**src/rtl/vend_pkg.sv**
```systemverilog
// Shared types and constants for the candy vending transaction controller.
package vend_pkg;
    typedef enum logic [1:0] {IDLE, DISPENSE, CHANGE, FAULT} state_e;

    localparam logic [3:0] COIN_100_U = 4'd1;
    localparam logic [3:0] COIN_500_U = 4'd5;
    localparam logic [3:0] PRICE0 = 4'd1;
    localparam logic [3:0] PRICE1 = 4'd2;
    localparam logic [3:0] PRICE2 = 4'd3;
    localparam logic [3:0] PRICE3 = 4'd4;
    localparam logic [3:0] PRICE4 = 4'd5;
    localparam int NUM_SLOTS = 5;

    function automatic logic [3:0] price_of(input logic [2:0] slot);
        case (slot)
            3'd0:    price_of = PRICE0;
            3'd1:    price_of = PRICE1;
            3'd2:    price_of = PRICE2;
            3'd3:    price_of = PRICE3;
            3'd4:    price_of = PRICE4;
            default: price_of = 4'd0;
        endcase
    endfunction
endpackage

```
**src/rtl/vend_if.sv**
```systemverilog
// Front-end, dispenser/hopper handshake and display signals of the vending controller.
interface vend_if;
    import vend_pkg::*;

    logic                 coin_100;
    logic                 coin_500;
    logic                 sel_valid;
    logic [2:0]           sel_slot;
    logic                 change_req;
    logic                 disp_req;
    logic [2:0]           disp_slot;
    logic                 disp_ack;
    logic                 chg_req;
    logic                 chg_coin;
    logic                 chg_ack;
    logic [3:0]           credit;
    logic [NUM_SLOTS-1:0] can_buy;
    logic                 busy;
    logic                 coin_reject;
    logic                 sel_err;
    logic                 fault;

    modport slave (
        input  coin_100, coin_500, sel_valid, sel_slot, change_req, disp_ack, chg_ack,
        output disp_req, disp_slot, chg_req, chg_coin, credit, can_buy, busy,
        output coin_reject, sel_err, fault
    );

    modport master (
        output coin_100, coin_500, sel_valid, sel_slot, change_req, disp_ack, chg_ack,
        input  disp_req, disp_slot, chg_req, chg_coin, credit, can_buy, busy,
        input  coin_reject, sel_err, fault
    );
endinterface

```
**src/rtl/ack_timer.sv**
```systemverilog
// Handshake watchdog: expired marks the ACK_TIMEOUT-th consecutive unacknowledged request cycle.
module ack_timer #(
    parameter int ACK_TIMEOUT = 255
) (
    input  logic clk,
    input  logic rst_n,
    input  logic clear,
    input  logic run,
    output logic expired
);
    logic [7:0] cnt_q, cnt_d;

    always_comb begin
        cnt_d = cnt_q;
        if (clear)
            cnt_d = '0;
        else if (run)
            cnt_d = cnt_q + 8'd1;
    end

    always_ff @(posedge clk or negedge rst_n) begin
        if (!rst_n)
            cnt_q <= '0;
        else
            cnt_q <= cnt_d;
    end

    // cnt_q holds completed waiting cycles, so the current one is number cnt_q+1
    assign expired = run && !clear && (cnt_q == 8'(ACK_TIMEOUT - 1));
endmodule

```
**src/rtl/vend_sequencer.sv**
```systemverilog
// Vending transaction controller: credit keeping, dispense and greedy change payout sequencing.
module vend_sequencer
    import vend_pkg::*;
#(
    parameter int ACK_TIMEOUT = 255,
    parameter int MAX_CREDIT  = 15
) (
    input  logic clk,
    input  logic rst_n,
    vend_if.slave bus
);
    state_e     state_q, state_d;
    logic [3:0] credit_q, credit_d;
    logic       disp_req_q, disp_req_d;
    logic [2:0] disp_slot_q, disp_slot_d;
    logic       chg_req_q, chg_req_d;
    logic       chg_coin_q, chg_coin_d;
    logic       coin_reject_q, coin_reject_d;
    logic       sel_err_q, sel_err_d;
    logic       fault_q, fault_d;
    logic [4:0] run_credit;
    logic       sel_ok;
    logic       req_any, ack_any, expired;

    assign req_any = disp_req_q | chg_req_q;
    assign ack_any = (disp_req_q & bus.disp_ack) | (chg_req_q & bus.chg_ack);

    // Timer restarts from zero whenever no request is up, which covers the req rise
    ack_timer #(.ACK_TIMEOUT(ACK_TIMEOUT)) u_timer (
        .clk     (clk),
        .rst_n   (rst_n),
        .clear   (!req_any || ack_any),
        .run     (req_any && !ack_any),
        .expired (expired)
    );

    assign sel_ok = (bus.sel_slot < 3'(NUM_SLOTS)) && (credit_q >= price_of(bus.sel_slot));

    always_comb begin
        state_d       = state_q;
        credit_d      = credit_q;
        disp_req_d    = disp_req_q;
        disp_slot_d   = disp_slot_q;
        chg_req_d     = chg_req_q;
        chg_coin_d    = chg_coin_q;
        coin_reject_d = 1'b0;
        sel_err_d     = 1'b0;
        fault_d       = fault_q;
        run_credit    = {1'b0, credit_q};

        if (state_q != IDLE) begin
            coin_reject_d = bus.coin_100 | bus.coin_500;
            sel_err_d     = bus.sel_valid;
        end

        case (state_q)
            IDLE: begin
                // 500 is tried first so a 100 can still fit into the remaining headroom
                if (bus.coin_500) begin
                    if (run_credit + 5'(COIN_500_U) <= 5'(MAX_CREDIT))
                        run_credit = run_credit + 5'(COIN_500_U);
                    else
                        coin_reject_d = 1'b1;
                end
                if (bus.coin_100) begin
                    if (run_credit + 5'(COIN_100_U) <= 5'(MAX_CREDIT))
                        run_credit = run_credit + 5'(COIN_100_U);
                    else
                        coin_reject_d = 1'b1;
                end
                credit_d = run_credit[3:0];

                if (bus.sel_valid) begin
                    if (sel_ok) begin
                        credit_d    = run_credit[3:0] - price_of(bus.sel_slot);
                        disp_slot_d = bus.sel_slot;
                        disp_req_d  = 1'b1;
                        state_d     = DISPENSE;
                    end else begin
                        sel_err_d = 1'b1;
                    end
                end else if (bus.change_req && credit_q != 4'd0) begin
                    chg_req_d  = 1'b1;
                    chg_coin_d = (run_credit >= 5'(COIN_500_U));
                    state_d    = CHANGE;
                end
            end

            DISPENSE: begin
                if (bus.disp_ack) begin
                    disp_req_d = 1'b0;
                    state_d    = IDLE;
                end else if (expired) begin
                    disp_req_d = 1'b0;
                    fault_d    = 1'b1;
                    state_d    = FAULT;
                end
            end

            CHANGE: begin
                if (chg_req_q) begin
                    if (bus.chg_ack) begin
                        credit_d  = credit_q - (chg_coin_q ? COIN_500_U : COIN_100_U);
                        chg_req_d = 1'b0;
                        if (credit_d == 4'd0)
                            state_d = IDLE;
                    end else if (expired) begin
                        chg_req_d = 1'b0;
                        fault_d   = 1'b1;
                        state_d   = FAULT;
                    end
                end else begin
                    // One idle cycle between coins, then request the next greedy coin
                    chg_req_d  = 1'b1;
                    chg_coin_d = (credit_q >= COIN_500_U);
                end
            end

            default: ;
        endcase
    end

    always_ff @(posedge clk or negedge rst_n) begin
        if (!rst_n) begin
            state_q       <= IDLE;
            credit_q      <= '0;
            disp_req_q    <= 1'b0;
            disp_slot_q   <= '0;
            chg_req_q     <= 1'b0;
            chg_coin_q    <= 1'b0;
            coin_reject_q <= 1'b0;
            sel_err_q     <= 1'b0;
            fault_q       <= 1'b0;
        end else begin
            state_q       <= state_d;
            credit_q      <= credit_d;
            disp_req_q    <= disp_req_d;
            disp_slot_q   <= disp_slot_d;
            chg_req_q     <= chg_req_d;
            chg_coin_q    <= chg_coin_d;
            coin_reject_q <= coin_reject_d;
            sel_err_q     <= sel_err_d;
            fault_q       <= fault_d;
        end
    end

    for (genvar g = 0; g < NUM_SLOTS; g++) begin : g_afford
        assign bus.can_buy[g] = (credit_q >= price_of(3'(g)));
    end

    assign bus.credit      = credit_q;
    assign bus.busy        = (state_q != IDLE);
    assign bus.disp_req    = disp_req_q;
    assign bus.disp_slot   = disp_slot_q;
    assign bus.chg_req     = chg_req_q;
    assign bus.chg_coin    = chg_coin_q;
    assign bus.coin_reject = coin_reject_q;
    assign bus.sel_err     = sel_err_q;
    assign bus.fault       = fault_q;
endmodule

```
**src/flat_wrapper.sv**
```systemverilog
// flat-port wrapper written by rule: the top's interface ports become plain ports
module vend_sequencer_flat import vend_pkg::*;
#(
    parameter int ACK_TIMEOUT = 255,
    parameter int MAX_CREDIT  = 15
)
  (clk, rst_n, bus_coin_100, bus_coin_500, bus_sel_valid, bus_sel_slot, bus_change_req, bus_disp_ack, bus_chg_ack, bus_disp_req, bus_disp_slot, bus_chg_req, bus_chg_coin, bus_credit, bus_can_buy, bus_busy, bus_coin_reject, bus_sel_err, bus_fault);
  vend_if bus_i ();
  input  logic clk;
  input  logic rst_n;
  input wire logic [$bits(bus_i.coin_100)-1:0] bus_coin_100;
  input wire logic [$bits(bus_i.coin_500)-1:0] bus_coin_500;
  input wire logic [$bits(bus_i.sel_valid)-1:0] bus_sel_valid;
  input wire logic [$bits(bus_i.sel_slot)-1:0] bus_sel_slot;
  input wire logic [$bits(bus_i.change_req)-1:0] bus_change_req;
  input wire logic [$bits(bus_i.disp_ack)-1:0] bus_disp_ack;
  input wire logic [$bits(bus_i.chg_ack)-1:0] bus_chg_ack;
  output wire logic [$bits(bus_i.disp_req)-1:0] bus_disp_req;
  output wire logic [$bits(bus_i.disp_slot)-1:0] bus_disp_slot;
  output wire logic [$bits(bus_i.chg_req)-1:0] bus_chg_req;
  output wire logic [$bits(bus_i.chg_coin)-1:0] bus_chg_coin;
  output wire logic [$bits(bus_i.credit)-1:0] bus_credit;
  output wire logic [$bits(bus_i.can_buy)-1:0] bus_can_buy;
  output wire logic [$bits(bus_i.busy)-1:0] bus_busy;
  output wire logic [$bits(bus_i.coin_reject)-1:0] bus_coin_reject;
  output wire logic [$bits(bus_i.sel_err)-1:0] bus_sel_err;
  output wire logic [$bits(bus_i.fault)-1:0] bus_fault;
  assign bus_i.coin_100 = bus_coin_100;
  assign bus_i.coin_500 = bus_coin_500;
  assign bus_i.sel_valid = bus_sel_valid;
  assign bus_i.sel_slot = bus_sel_slot;
  assign bus_i.change_req = bus_change_req;
  assign bus_i.disp_ack = bus_disp_ack;
  assign bus_i.chg_ack = bus_chg_ack;
  assign bus_disp_req = bus_i.disp_req;
  assign bus_disp_slot = bus_i.disp_slot;
  assign bus_chg_req = bus_i.chg_req;
  assign bus_chg_coin = bus_i.chg_coin;
  assign bus_credit = bus_i.credit;
  assign bus_can_buy = bus_i.can_buy;
  assign bus_busy = bus_i.busy;
  assign bus_coin_reject = bus_i.coin_reject;
  assign bus_sel_err = bus_i.sel_err;
  assign bus_fault = bus_i.fault;
  vend_sequencer #(.ACK_TIMEOUT(ACK_TIMEOUT), .MAX_CREDIT(MAX_CREDIT)) u_core (.clk(clk), .rst_n(rst_n), .bus(bus_i));
endmodule
```
**config.mk**
```make
export PLATFORM = sky130hd
export DESIGN_NAME = vend_sequencer_flat
export DESIGN_NICKNAME = d
export VERILOG_FILES = /design/src/rtl/vend_pkg.sv /design/src/rtl/vend_if.sv /design/src/rtl/ack_timer.sv /design/src/rtl/vend_sequencer.sv /design/src/flat_wrapper.sv
export SDC_FILE = /design/constraint.sdc
export NUM_CORES = 1
export LEC_CHECK = 0
export CAP_MARGIN = 20
export CORE_ASPECT_RATIO = 0.5
export CORE_MARGIN = 5
export CORE_UTILIZATION = 35
export DETAILED_ROUTE_END_ITERATION = 8
export MAX_ROUTING_LAYER = met4
export RECOVER_POWER = 100
export SYNTH_ARGS = -nofsm -noshare
export SYNTH_HDL_FRONTEND = slang
export SYNTH_SLANG_ARGS = --single-unit
```
**constraint.sdc**
```tcl
create_clock -name clk -period 7.5 [get_ports clk]
set_input_delay 1.5 -clock clk [delete_from_list [all_inputs] [get_ports clk]]
set_output_delay 1.5 -clock clk [all_outputs]
set_load 0.02 [all_outputs]
```
==> metrics.md <==
| Metric | Value |
|---|---|
| Total chip power | 1.18 mW |
| DR WL/cell | 14.8 um |
| Slew of the pin with the lowest slew margin | 0.979 ns |
| H-tree Lvls | 1 |
| Vias per cell | 5.29 |
| Fraction of registers with async set/reset | 100% |
| Initial DRT Pass Iterations | 4 |
| Initial antenna violation count | 0 |
| Area growth syn-to-layout | 19.7% |
| Maxcap violations | 0 |
| Cells after synthesis | 244 |
| Grt total ovfl | 0 |
| Post-synthesis cell type count | 61 |
| Setup_tns | 0 ns |
| Register area share after synthesis | 27.9% |
| Filler cell count | 556 |
| Fin. max-slew vios | 0 |
| Hold Path Class | flop to flop |
| CP max stage cell | dlygate4sd3_1 |
| Root buf cell | clkbuf_16 |
| Latest clock arrival within the worst-skew pair | 0.26 ns |
| Drt drc | 0 |
| PwrDens | 478 nW/um^2 |
| Vias in the first global route | 1,744 |
| Arrival time worst endpoint | 5.07 ns |
| Clock Skews | 0.00486 ns |
| CP Capture Type | flop |
| Flop2flop setup slack | 2.77 ns |
| Number of synthesized register bits | 23 |
| First-pass GRT wire length | 8590 um |
| Row count | 19 |
| # IOs | 30 |
| Status | completed |
| Die Y | 64.3 um |
| Core area | 5590 um^2 |
| Synth Area per Inst | 8.45 um^2 |
| Drt total wl | 5090 um |
| Number of port buffers | 29 |
| Cell mode on critical path | ha_1 |
| Worst vdd ir | 0.139 mV |
| Setup bufs post-CTS | 0 |
| P_leak | 1.06 nW |
| Most used flip-flop cell after synthesis | dfrtp_1 |
| Pin count of the biggest net entering global routing | 17 |
| Setup CP Type | input port to flop |
| Die X-Extent | 119 um |
| Sink Count | 23 |
| Synth Cell Area | 2060 um^2 |
| GRT Util Overall | 13.8% |
| CTS buffer count | 3 |
| Slowest Stage Delay on Critical Path | 0.78 ns |
| Slew headroom | 34.0% |
| Routed Antenna Nets | 0 |
| PostCTS Resize Cnt | 0 |
| Max Fanout on Critical Path | 11 |
| Syn nets | 271 |
| EDFF count, synth | 0 |
| Total number of vias | 1,820 |
| Worst Path Required | 7.64 ns |
| CTS max path bufs | 2 |
| DRT iter0 DRCs | 101 |
| Post-CTS Hold Buffers | 0 |
| Commonest non-fill, non-tap cells in the layout | 25 x nor2_1, 23 x nand2_1, 23 x dlygate4sd3_1, 23 x dfrtp_1, 21 x inv_1 |
| Die area | 7620 um^2 |
| CTS tree | yes |
| Initial Util | 36.9% |
| Final setup fails | 0 |
| GPL Wtd Cong | 0.801 |
| Most common cell after layout, fill and taps aside | nor2_1 |
| Fmax | 203 MHz |
| Inserted Diodes | 0 |
| Final hold vios | 0 |
| Layout cells sized above 1 | 8.12% |
| CP startpoint kind | input port |
| Clock slew seen by the registers of the worst setup and hold paths | 0.06 ns |
| CP Cell Sequence | dlygate4sd3_1, nand2_1, mux2_2, ha_1, nand2_1, a21oi_1, o211ai_1, nand3_1, xnor2_1, ha_1, inv_1, ha_1, mux2_2, o21ai_0, o21ai_1 |
| RSZ-0062 raised after global routing | false |
| Fin crit share | 65.7% |
| Yosys warns | 0 |
| Dpl hpwl | 4080 um |
| Total Nets Final | 299 |
| Min Clock Period, post-route | 4.93 ns |
state kept, by name, indices dropped and copies added (netlist names):
register / cells
u_core.bus.disp_slot: 3
u_core.bus.credit: 4
u_core.bus.chg_coin: 1
u_core.bus.disp_req: 1
u_core.u_timer.cnt_q: 8
u_core.state_q: 2
u_core.bus.coin_reject: 1
u_core.bus.chg_req: 1
u_core.bus.fault: 1
u_core.bus.sel_err: 1
where the power goes:
| group | switching, mW | internal (mW) | total (mW) |
|---|---|---|---|
| sequential | 0.0617 | 0.164 | 0.226 |
| combinational | 0.476 | 0.359 | 0.834 |
| clock | 0.0466 | 0.0718 | 0.118 |
| total | 0.584 | 0.595 | 1.18 |
through the flow:
step	worst slack [ns]	cells	cell area (um^2)	hold slack, ns	utilization (%)
final	2.57	344	2470	0.468	44.2
after global routing	2.28	344	2470	0.515	44.2
after detailed placement	2.44	340	2430	0.472	43.5
after floorplan	3.33	244	2060	0.492	-
after CTS	2.71	344	2510	0.486	45.0
after global placement	2.53	339	2400	0.463	43.0
cells by family (layout without fill, tap and decap cells):
family                   after synthesis  in the layout  share of synthesized area [%]
AND/OR/NAND/NOR                       85             85                           21.8
buffers and inverters                 28             55                           5.70
multiplexers                           6              6                           3.22
XOR/XNOR                              15             15                           6.74
AO/OA/AOI/OAI                         71             71                           24.9
flip-flops                            23             23                           27.9
adder cells (fa/ha/maj)               16             16                           9.71
synth_stat cells, types with 4 or more instances:
master	instances	area share, %
nand2_1	23	4.2
nor2b_1	5	1.5
mux2_2	5	2.7
o21ai_0	12	2.9
buf_2	4	0.97
xor2_1	10	4.2
nand3_1	9	2.2
ha_1	16	9.7
nand2b_1	4	1.2
nor2_1	25	4.6
xnor2_1	4	1.7
inv_1	21	3.8
dfrtp_1	23	28
a21oi_1	17	4.1
critical path, delay by kind of cell:
family | cells | cell delay [ns]
compound gates | 4 | 0.61
xor+xnor | 1 | 0.27
fa+ha+maj | 3 | 0.89
buf+inv | 2 | 0.84
mux | 2 | 0.59
simple gates | 3 | 0.36
final cells by class:
cell class / count / area (um^2) / share of cell area [%]
Multi-Input combinational cell: 193 / 1350 / 54.6
Sequential cell: 23 / 576 / 23.3
Timing Repair Buffer: 30 / 294 / 11.9
Tap cell: 73 / 91.3 / 3.70
Inverter: 21 / 78.8 / 3.19
Clock buffer: 3 / 75.1 / 3.04
Clock inverter: 1 / 5.00 / 0.203
final timing paths:
path	to	from	cells past startpoint
max in group asynchronous	u_core.bus.disp_req	rst_n	2
worst max register to register	u_core.bus.credit[1]	u_core.bus.credit[0]	18
worst min-delay path	u_core.bus.fault	u_core.bus.fault	1
worst min register to register	u_core.bus.fault	u_core.bus.fault	1
worst max-delay path	u_core.bus.credit[1]	bus_coin_500	15
min in group asynchronous	u_core.bus.credit[1]	rst_n	1
routing by layer:
metal / global-route usage (%) / vias up / wire [um]
met4: 2.12 / 0 / 27
met1: 17.5 / 860 / 2480
met5: - / - / 0
met2: 23.7 / 32 / 2420
li1: - / 924 / -
met3: 2.20 / 4 / 170
(Power assumes the default switching activity.)
